`config.mk`:
```
export PLATFORM = sky130hd
export DESIGN_NAME = cpu_decode_pipe
export DESIGN_NICKNAME = d
export VERILOG_FILES = /design/src/rtl/cpu_pkg.sv /design/src/rtl/cpu_scoreboard.sv /design/src/rtl/cpu_decode_pipe.sv
export SDC_FILE = /design/constraint.sdc
export NUM_CORES = 1
export LEC_CHECK = 0
export ABC_AREA = 0
export ABC_CLOCK_PERIOD_IN_PS = 12400
export BUFFER_PORTS_ARGS = -buffer_cell sky130_fd_sc_hd__buf_4
export CAP_MARGIN = 20
export CELL_PAD_IN_SITES_DETAIL_PLACEMENT = 0
export CELL_PAD_IN_SITES_GLOBAL_PLACEMENT = 1
export CORE_MARGIN = 2
export CORE_UTILIZATION = 39
export DETAILED_ROUTE_END_ITERATION = 8
export PLACE_DENSITY_LB_ADDON = 0.1
export SYNTH_ARGS = -nofsm -noshare
export SYNTH_HDL_FRONTEND = slang
export SYNTH_SLANG_ARGS = --single-unit
export TNS_END_PERCENT = 1
```
`constraint.sdc`:
```
create_clock -name CLK -period 12.4 [get_ports CLK]
set_input_delay 1.86 -clock CLK [delete_from_list [all_inputs] [get_ports CLK]]
set_output_delay 1.86 -clock CLK [all_outputs]
set_load 0.01 [all_outputs]
```
`src/rtl/cpu_pkg.sv`:
```
// rtl/cpu_pkg.sv - shared decode constants, field layout and decoded-op type
package cpu_pkg;

    // Instruction classes, taken from opcode[7:4]
    localparam logic [3:0] CLS_NOP = 4'h0;
    localparam logic [3:0] CLS_IMM = 4'h1;
    localparam logic [3:0] CLS_RR  = 4'h2;

    // Field bit positions within the 32-bit instruction word
    localparam int OPC_LSB   = 24;
    localparam int FLD_D_LSB = 16;
    localparam int FLD_A_LSB = 8;
    localparam int FLD_B_LSB = 0;
    localparam int FLD_W     = 8;
    localparam int IMM_W     = 16;

    // Decoded op. Selects are carried at full field width; the pipe
    // truncates them to its configured select width.
    typedef struct packed {
        logic [7:0]  opcode;
        logic [7:0]  sel_d;
        logic [7:0]  sel_a;
        logic [7:0]  sel_b;
        logic [31:0] imm;
        logic        use_imm;
        logic        writes;
        logic        illegal;
        logic        use_a;
        logic        use_b;
    } dec_op_t;

    // True when a register field names a register beyond the file size
    function automatic logic fld_out_of_range(input logic [FLD_W-1:0] fld, input int sel_w);
        return (fld >> sel_w) != '0;
    endfunction

endpackage

```
`src/rtl/cpu_scoreboard.sv`:
```
// rtl/cpu_scoreboard.sv - pending-write bitmap with writeback bypass on lookups
//
// Ports:
//   clk, rst            clock, asynchronous active-high reset
//   set_en, set_sel     mark a register as having a write in flight
//   clr_en, clr_sel     writeback retiring a register
//   rd_a_sel, rd_b_sel  source registers being looked up
//   pend_a, pend_b      source still pending after this cycle's writeback
//   busy                any register pending
module cpu_scoreboard #(
    parameter int SEL_W = 8
) (
    input  logic             clk,
    input  logic             rst,
    input  logic             set_en,
    input  logic [SEL_W-1:0] set_sel,
    input  logic             clr_en,
    input  logic [SEL_W-1:0] clr_sel,
    input  logic [SEL_W-1:0] rd_a_sel,
    input  logic [SEL_W-1:0] rd_b_sel,
    output logic             pend_a,
    output logic             pend_b,
    output logic             busy
);

    localparam int NUM_REGS = 2 ** SEL_W;

    logic [NUM_REGS-1:0] pending;
    logic [NUM_REGS-1:0] set_mask;
    logic [NUM_REGS-1:0] clr_mask;
    logic [NUM_REGS-1:0] live;

    always_comb begin
        set_mask = '0;
        clr_mask = '0;
        if (set_en) set_mask[set_sel] = 1'b1;
        if (clr_en) clr_mask[clr_sel] = 1'b1;
    end

    // A writeback landing this cycle already resolves the dependency
    assign live   = pending & ~clr_mask;
    assign pend_a = live[rd_a_sel];
    assign pend_b = live[rd_b_sel];
    assign busy   = |pending;

    // Clear first, then set, so a same-cycle set of the same register wins
    always_ff @(posedge clk or posedge rst) begin
        if (rst) pending <= '0;
        else     pending <= live | set_mask;
    end

endmodule

```
`src/rtl/cpu_decode_pipe.sv`:
```
// rtl/cpu_decode_pipe.sv - pipelined instruction decode with RAW hazard stall
//
// Ports:
//   CLK, RST                clock, asynchronous active-high reset
//   flush                   drop the output stage contents
//   in_valid/in_ready       instruction handshake from fetch
//   instruction             raw 32-bit instruction
//   out_valid/out_ready     decoded-op handshake to execute
//   out_opcode, regD/A/B_sel, out_imm, out_use_imm, out_writes, out_illegal
//                           registered decoded op
//   wb_valid, wb_sel        writeback retiring a register
//   busy                    any pending write outstanding
//   stall_count             saturating count of hazard-stall cycles
module cpu_decode_pipe
    import cpu_pkg::*;
#(
    parameter int REG_SEL_W   = 8,
    parameter int STALL_CNT_W = 16,
    parameter int ZERO_REG    = 1
) (
    input  logic                   CLK,
    input  logic                   RST,
    input  logic                   flush,
    input  logic                   in_valid,
    output logic                   in_ready,
    input  logic [31:0]            instruction,
    output logic                   out_valid,
    input  logic                   out_ready,
    output logic [7:0]             out_opcode,
    output logic [REG_SEL_W-1:0]   regD_sel,
    output logic [REG_SEL_W-1:0]   regA_sel,
    output logic [REG_SEL_W-1:0]   regB_sel,
    output logic [31:0]            out_imm,
    output logic                   out_use_imm,
    output logic                   out_writes,
    output logic                   out_illegal,
    input  logic                   wb_valid,
    input  logic [REG_SEL_W-1:0]   wb_sel,
    output logic                   busy,
    output logic [STALL_CNT_W-1:0] stall_count
);

    localparam bit ZERO_EN = (ZERO_REG != 0);

    logic [FLD_W-1:0] fld_d;
    logic [FLD_W-1:0] fld_a;
    logic [FLD_W-1:0] fld_b;
    dec_op_t          dec;

    assign fld_d = instruction[FLD_D_LSB +: FLD_W];
    assign fld_a = instruction[FLD_A_LSB +: FLD_W];
    assign fld_b = instruction[FLD_B_LSB +: FLD_W];

    always_comb begin
        dec        = '0;
        dec.opcode = instruction[OPC_LSB +: 8];
        case (dec.opcode[7:4])
            CLS_NOP: begin
                dec.writes = 1'b0;
            end
            CLS_IMM: begin
                dec.sel_d   = fld_d;
                dec.sel_a   = fld_d;
                dec.use_a   = 1'b1;
                dec.use_imm = 1'b1;
                dec.writes  = 1'b1;
                dec.imm     = dec.opcode[0]
                            ? {{(32-IMM_W){instruction[IMM_W-1]}}, instruction[IMM_W-1:0]}
                            : {{(32-IMM_W){1'b0}}, instruction[IMM_W-1:0]};
                dec.illegal = fld_out_of_range(fld_d, REG_SEL_W);
            end
            CLS_RR: begin
                dec.sel_d   = fld_d;
                dec.sel_a   = fld_a;
                dec.sel_b   = fld_b;
                dec.use_a   = 1'b1;
                dec.use_b   = 1'b1;
                dec.writes  = 1'b1;
                dec.illegal = fld_out_of_range(fld_d, REG_SEL_W)
                            | fld_out_of_range(fld_a, REG_SEL_W)
                            | fld_out_of_range(fld_b, REG_SEL_W);
            end
            default: begin
                // Undefined class: fields pass through so execute can trap on them
                dec.sel_d   = fld_d;
                dec.sel_a   = fld_a;
                dec.sel_b   = fld_b;
                dec.illegal = 1'b1;
            end
        endcase
    end

    logic [REG_SEL_W-1:0] dec_d;
    logic [REG_SEL_W-1:0] dec_a;
    logic [REG_SEL_W-1:0] dec_b;

    assign dec_d = dec.sel_d[REG_SEL_W-1:0];
    assign dec_a = dec.sel_a[REG_SEL_W-1:0];
    assign dec_b = dec.sel_b[REG_SEL_W-1:0];

    logic pend_a;
    logic pend_b;
    logic sb_set;
    logic out_fire;
    logic in_fire;
    logic stage_free;
    logic haz_a;
    logic haz_b;
    logic hazard;

    assign out_fire   = out_valid && out_ready;
    assign stage_free = !out_valid || out_ready;

    // The op leaving the output stage becomes pending next cycle; a flushed
    // op never reaches execute, and r0 never holds a write when hardwired.
    assign sb_set = out_fire && !flush && out_writes && !out_illegal
                 && !(ZERO_EN && regD_sel == '0);

    cpu_scoreboard #(
        .SEL_W (REG_SEL_W)
    ) u_scoreboard (
        .clk      (CLK),
        .rst      (RST),
        .set_en   (sb_set),
        .set_sel  (regD_sel),
        .clr_en   (wb_valid),
        .clr_sel  (wb_sel),
        .rd_a_sel (dec_a),
        .rd_b_sel (dec_b),
        .pend_a   (pend_a),
        .pend_b   (pend_b),
        .busy     (busy)
    );

    // A source also conflicts with the op still sitting in the output stage,
    // because its scoreboard bit is only set once it hands off to execute.
    assign haz_a = dec.use_a && !(ZERO_EN && dec_a == '0)
                && (pend_a || (out_valid && out_writes && regD_sel == dec_a));
    assign haz_b = dec.use_b && !(ZERO_EN && dec_b == '0)
                && (pend_b || (out_valid && out_writes && regD_sel == dec_b));
    assign hazard = haz_a || haz_b;

    assign in_ready = !RST && !flush && stage_free && !(in_valid && hazard);
    assign in_fire  = in_valid && in_ready;

    always_ff @(posedge CLK or posedge RST) begin
        if (RST) begin
            out_valid   <= 1'b0;
            out_opcode  <= '0;
            regD_sel    <= '0;
            regA_sel    <= '0;
            regB_sel    <= '0;
            out_imm     <= '0;
            out_use_imm <= 1'b0;
            out_writes  <= 1'b0;
            out_illegal <= 1'b0;
        end else if (flush) begin
            out_valid   <= 1'b0;
            out_opcode  <= '0;
            regD_sel    <= '0;
            regA_sel    <= '0;
            regB_sel    <= '0;
            out_imm     <= '0;
            out_use_imm <= 1'b0;
            out_writes  <= 1'b0;
            out_illegal <= 1'b0;
        end else if (in_fire) begin
            out_valid   <= 1'b1;
            out_opcode  <= dec.opcode;
            regD_sel    <= dec_d;
            regA_sel    <= dec_a;
            regB_sel    <= dec_b;
            out_imm     <= dec.imm;
            out_use_imm <= dec.use_imm;
            out_writes  <= dec.writes;
            out_illegal <= dec.illegal;
        end else if (out_ready) begin
            out_valid   <= 1'b0;
        end
    end

    // Only hazard stalls are counted; back-pressure from execute is not
    always_ff @(posedge CLK or posedge RST) begin
        if (RST) begin
            stall_count <= '0;
        end else if (in_valid && hazard && stage_free && stall_count != {STALL_CNT_W{1'b1}}) begin
            stall_count <= stall_count + 1'b1;
        end
    end

endmodule

```
### Word level (Yosys, flattened, before mapping)

Index checks and enable logic that the tools add are counted.

* flip-flop bits (word level): 340
* input bits: 46
* word-level logic and storage cells: 105
* output and inout bits: 86

* order comparisons: 6
* add/sub/neg operators: 1
* multiplexer cells: 36
* bitwise operators: 3
* eq/ne operators: 5
* reduce and logical (&&, ||, !) cells: 43

Operators with widths (number)
* $mux 256: 2
* $and 256x256->256: 1
* $not 256->256: 1
* $or 256x256->256: 1
* $reduce_or 256->1: 1
* $mux 32: 3
* $mux 8: 9
* $lt 8x9->1 const B: 4
* $mux 33: 1
* $pmux 16 s2: 1
* $logic_not 8->1: 3
* $logic_and 1x1->1: 21
* $add 16x1->16 const B: 1
* $bmux 1 s8: 2
* $demux 1 s8: 2
* $eq 8x8->1: 2
* $ge 8x1->1 const B: 2
* $mux 1: 16
* $ne 16x16->1 const B: 1
* $logic_not 1->1: 8
* $eq 4x1->1 const B: 1
* $eq 4x2->1 const B: 1
* $logic_not 4->1: 1
* $logic_or 1x1->1: 4
* 4 further kinds: 5

### Longest topological paths before layout

* depth after elaboration: 18
* gate-level depth with buffers: 18
* gate-level depth less buffers: 11

### Modules after synthesis

Synthesis repeated with hierarchy kept, for this count alone.

* cells, all modules: 2266
* area, all modules: 20547.2 um2

By module, submodules not included
* cpu_scoreboard: times used 1, cells an instance 1836, sequential area each 6406.1 um2, area an instance 16479.6 um2
* cpu_decode_pipe: times used 1, cells an instance 430, sequential area each 1726.7 um2, area an instance 4067.7 um2

### Worst setup path after synthesis

OpenSTA, ideal clock, no wires.

* path type: input port to output port
* start point: input port instruction[30]
* end point: output port in_ready
* data arrival time: 4961 ps
* required time: 10540 ps
* setup slack: 5579 ps
* cell stages on the path: 13
* buffers on the path: 3
* cells stage by stage: nor3_4 > mux2i_2 > buf_2 > buf_4 > mux2_2 > nor2_1 > o21ai_0 > a2111oi_0 > o211ai_1 > and4b_1 > o211ai_2 > clkbuf_1 > a21oi_1

* word-level cells in the longest chain between the ends: 11
* elaborated cells on any way between the ends: 31
* classes of those cells: eq/ne (4); mux (8); reduce/logical (19)

RTL lines
* from (decl): line cpu_decode_pipe.sv:26 `input logic [31:0] instruction,`
* $eq 4x1->1 / $logic_not 4->1 (equally long branches): line cpu_decode_pipe.sv:57 `case (dec.opcode[7:4])`
* $reduce_or 2->1 (no source line)
* $mux 8: line cpu_decode_pipe.sv:57
* $bmux 1 s8, or another cell as far along: line cpu_scoreboard.sv:43 `assign pend_b = live[rd_b_sel];`
* $mux 1 (not written as such), or another cell as far along: line cpu_scoreboard.sv:43
* $logic_or 1x1->1 / $logic_and 1x1->1 (equally long branches): line cpu_decode_pipe.sv:140, cpu_decode_pipe.sv:139
* $logic_and 1x1->1: line cpu_decode_pipe.sv:140 `&& (pend_b || (out_valid && out_writes && regD_sel == dec_b));`
* $logic_or 1x1->1 (*): line cpu_decode_pipe.sv:141 `assign hazard = haz_a || haz_b;`
* $logic_and 1x1->1 (*): line cpu_decode_pipe.sv:143 `assign in_ready = !RST && !flush && stage_free && !(in_valid && hazard);`
* $logic_not 1->1 (*): line cpu_decode_pipe.sv:143
* $logic_and 1x1->1 (*): line cpu_decode_pipe.sv:143
* to (decl): line cpu_decode_pipe.sv:25 `output logic in_ready,`

Every way passes the cells marked *; elsewhere a longest branch is shown, timed or not. The select of a mux whose other input is x is not followed.

### Worst setup path after layout

Ends and elaborated chain as after synthesis.

==> qor.yml <==
final-hold-violation-count: 0
synth_ff_type: "dfrtp_1"
peakVddDrop_mv: 0.1069
layout.nets: 2625
cts_tree: "built"
slowest_stage: "a2111oi_0"
routed_wl_um: 141500
critical_path_class: "in2out"
worstHoldStart: "stall_count[9]$_DFFE_PP0P_"
leakage_nw: 10.08
area_growth_pct: 15.42
clock.fmax_ghz: 0.1115
via_per_inst: 7.640
routabilityCongestion: 1.063
synth_cells: 2533
yosysSeqAreaShare_pct: 37.67
path_max_fanout: 38
die-area_um2: 57260
place_inst: 3232
post-route-cell-area_um2: 24920
hold_slack_ps: 503.5
route.met3.wl_um: 19990
power_density_nw_per_um2: 117.3
synth_cell_types: 93
timing.critical_path.to_type: "primary output"
drive_gt1_share_pct: 15.20
wire_per_inst_um: 42.63
finalMaxSlewViolations: 0
io_pins: 132
startpoint: "instruction[30]"
crit_path_frequent_cell: "buf_4"
first_global_vias: 23450
core_um2: 54880
syn-num-nets: 2580
die_height_um: 239.3
die_width_um: 239.3
ys_warn_count: 0
fin_tns_setup_ps: 0
gr-usage-all-layers_pct: 48.56
antenna_found_initial: 23
fin_worst_skew_ps: 30.01
numCtsBuffers: 42
drt_iter0_drc: 4282
clock_sinks: 325
synth-seq-cells: 325
finalCriticalPeriod_ps: 8966
cp_data_required_time_ps: 10540
status: "finished clean"
final_cells: 3319
r2r_cells: 11
arrival_ps: 7110
slowest_delay_ps: 860
synthArstFlopShare_pct: 100.0
min_path_cells: 1
clock_latency_ps: 600
relSlewSlack_pct: 13.03
remaining_drc_errors: 0
postCtsHoldBufs: 0
fin_crit_sh_pct: 72.31
postRouteAntennaNets: 0
clock_path_buffers: 3
setup_viol: 0
place_area_um2: 23370
clk_pin_slew_ps: 50
min_path_type: "reg2reg"
crit_chain: "buf_4, nor3_4, buf_4, mux2i_4, buf_4, nand2_1, nor3_1, o31ai_1, a2111oi_0, o211ai_1, and4b_1, o211ai_2, buf_4, a21oi_1, buf_4"
rsz0062_at_grt: "false"
dp_hpwl_um: 94670
initial_core_util_pct: 39.34
synth_edf_count: 0
drv_cap: 0
worst_r2r_startpoint: "u_scoreboard.pending[110]$_DFF_PP0_"
top_layer_used: "met5"
grt_start_max_net_pins: 134
cts_setup_buffers: 0
htree_levels: 2
start_kind: "input pin"
post-layout-total-power_mw: 2.923
numPortBuffers: 131
root_buffer: "clkbuf_16"
dr.pass1.iters: 7
tightest_slew_ps: 1304
grt-ovfl-total: 0
grt_pass1_wl_um: 192000
routedLengthMet1_um: 52030
routed-wl-met2_um: 55250
cts_resized: 0
row_count: 86
synth_area_um2: 21590
syn_area_per_cell_um2: 8.524
num_vias: 25360
[sequential cells by signal (all words and copies together), names as in the netlist]
register              cells
regB_sel                  8
out_imm                  17
out_writes                1
out_opcode                8
u_scoreboard.pending    256
regA_sel                  8
out_illegal               1
out_valid                 1
regD_sel                  8
stall_count              16
out_use_imm               1
[area by class of cell]
| class | instances | area [µm²] |
|---|---|---|
| multi-input cells | 1946 | 12430 |
| fillers | 5361 | 29960 |
| clock buffers | 56 | 1185 |
| repair buffers | 250 | 1948 |
| well taps | 704 | 880.8 |
| inverters | 13 | 56.30 |
| diodes | 10 | 25.02 |
| clock inverters | 15 | 260.3 |
| flip-flops and latches | 325 | 8133 |
[per-stage QoR]
stage | utilization, % | setup WS [ps]
2_1_floorplan | - | 1542
3_3_place_gp | 42.43 | 3661
3_5_place_dp | 42.59 | 3830
4_1_cts | 45.23 | 3818
5_1_grt | 45.37 | 3533
6_report | 45.41 | 3434
[critical path: cells and delay by family]
family / cells / cell delay (ps)
simple gates: 4 / 1730
buf+inv: 5 / 1590
compound gates: 5 / 1520
mux: 1 / 290
[per-layer routing]
layer / global-route usage (%) / vias up
met3: 20.88 / 769
met2: 65.42 / 2314
met1: 59.48 / 12480
li1: - / 9782
met4: 40.19 / 15
met5: 0 / -
[cell usage after synthesis, drive strengths merged, types with 22 or more instances]
cell	n	area, µm²
buf	88	506.7
mux2	25	304.1
dfrtp	325	8133
nor4	95	594.3
o211ai	22	170.2
nand2b	59	369.1
o311ai	37	324.1
a221oi	35	306.5
clkbuf	161	605.6
a211oi	28	215.2
nand2	247	927.1
o21ai	481	2407
a21oi	50	250.2
nor3	84	436.7
nand4	43	269.0
o22ai	47	294.0
nor2	101	379.1
mux2i	157	1592
o31ai	77	588.1
xnor2	30	277.8
nand3	62	310.3
[cells in the final DEF, fill, tap and decap left out, types with 7 or more instances in the layout]
master	netlist	final
o211ai_1	21	21
inv_1	11	10
nor3_1	82	79
nor3b_1	9	9
a221oi_1	35	35
o21ai_0	477	475
a21oi_1	50	50
o2111ai_1	8	8
and3_1	14	14
nor4_1	95	95
nand4_1	43	43
mux2i_1	154	153
mux4_2	8	8
clkbuf_16	0	43
o311ai_0	33	33
xnor2_1	28	28
o31ai_1	75	72
diode_2	0	10
a2111oi_0	16	16
a211oi_1	27	27
or3_1	8	8
o32ai_1	8	7
bufinv_16	0	7
nand3_1	62	58
nand2_1	247	245
nand2b_1	59	58
a31oi_1	18	18
o41ai_1	21	21
buf_4	22	238
nor2_1	101	98
nor2b_1	21	21
o2bb2ai_1	8	8
clkbuf_1	160	7
o221ai_1	8	8
dfrtp_1	325	325
mux2_2	19	19
and2_1	10	10
o22ai_1	47	47
[worst paths after layout]
kind                                              end  slack (ps)
max                                          in_ready        3430
min                        stall_count[9]$_DFFE_PP0P_         500
max reg2reg                 out_opcode[7]$_DFFE_PP0P_        7920
min reg2reg                stall_count[9]$_DFFE_PP0P_         500
max in group asynchronous     regD_sel[7]$_DFFE_PP0P_        8660
min in group asynchronous     regA_sel[2]$_DFFE_PP0P_        1460
[power by group]
group,internal [mW],switching [mW],leakage [nW]
combinational,0.124,0.376,4.85
clock,0.812,0.520,0.709
sequential,1.07,0.0179,4.52
total,2.01,0.914,10.1
[cells by family after synthesis]
kind of cell               share of synthesized area (%)
adders and majority gates                        0.05794
muxes                                              9.614
DFF                                                37.67
AOI/OAI and AO/OA                                  27.02
and+or+nand+nor                                    18.89
buffers and inverters                              5.378
xor gates and xnor gates                           1.368
Note: power is estimated with default switching activity, not from simulation.
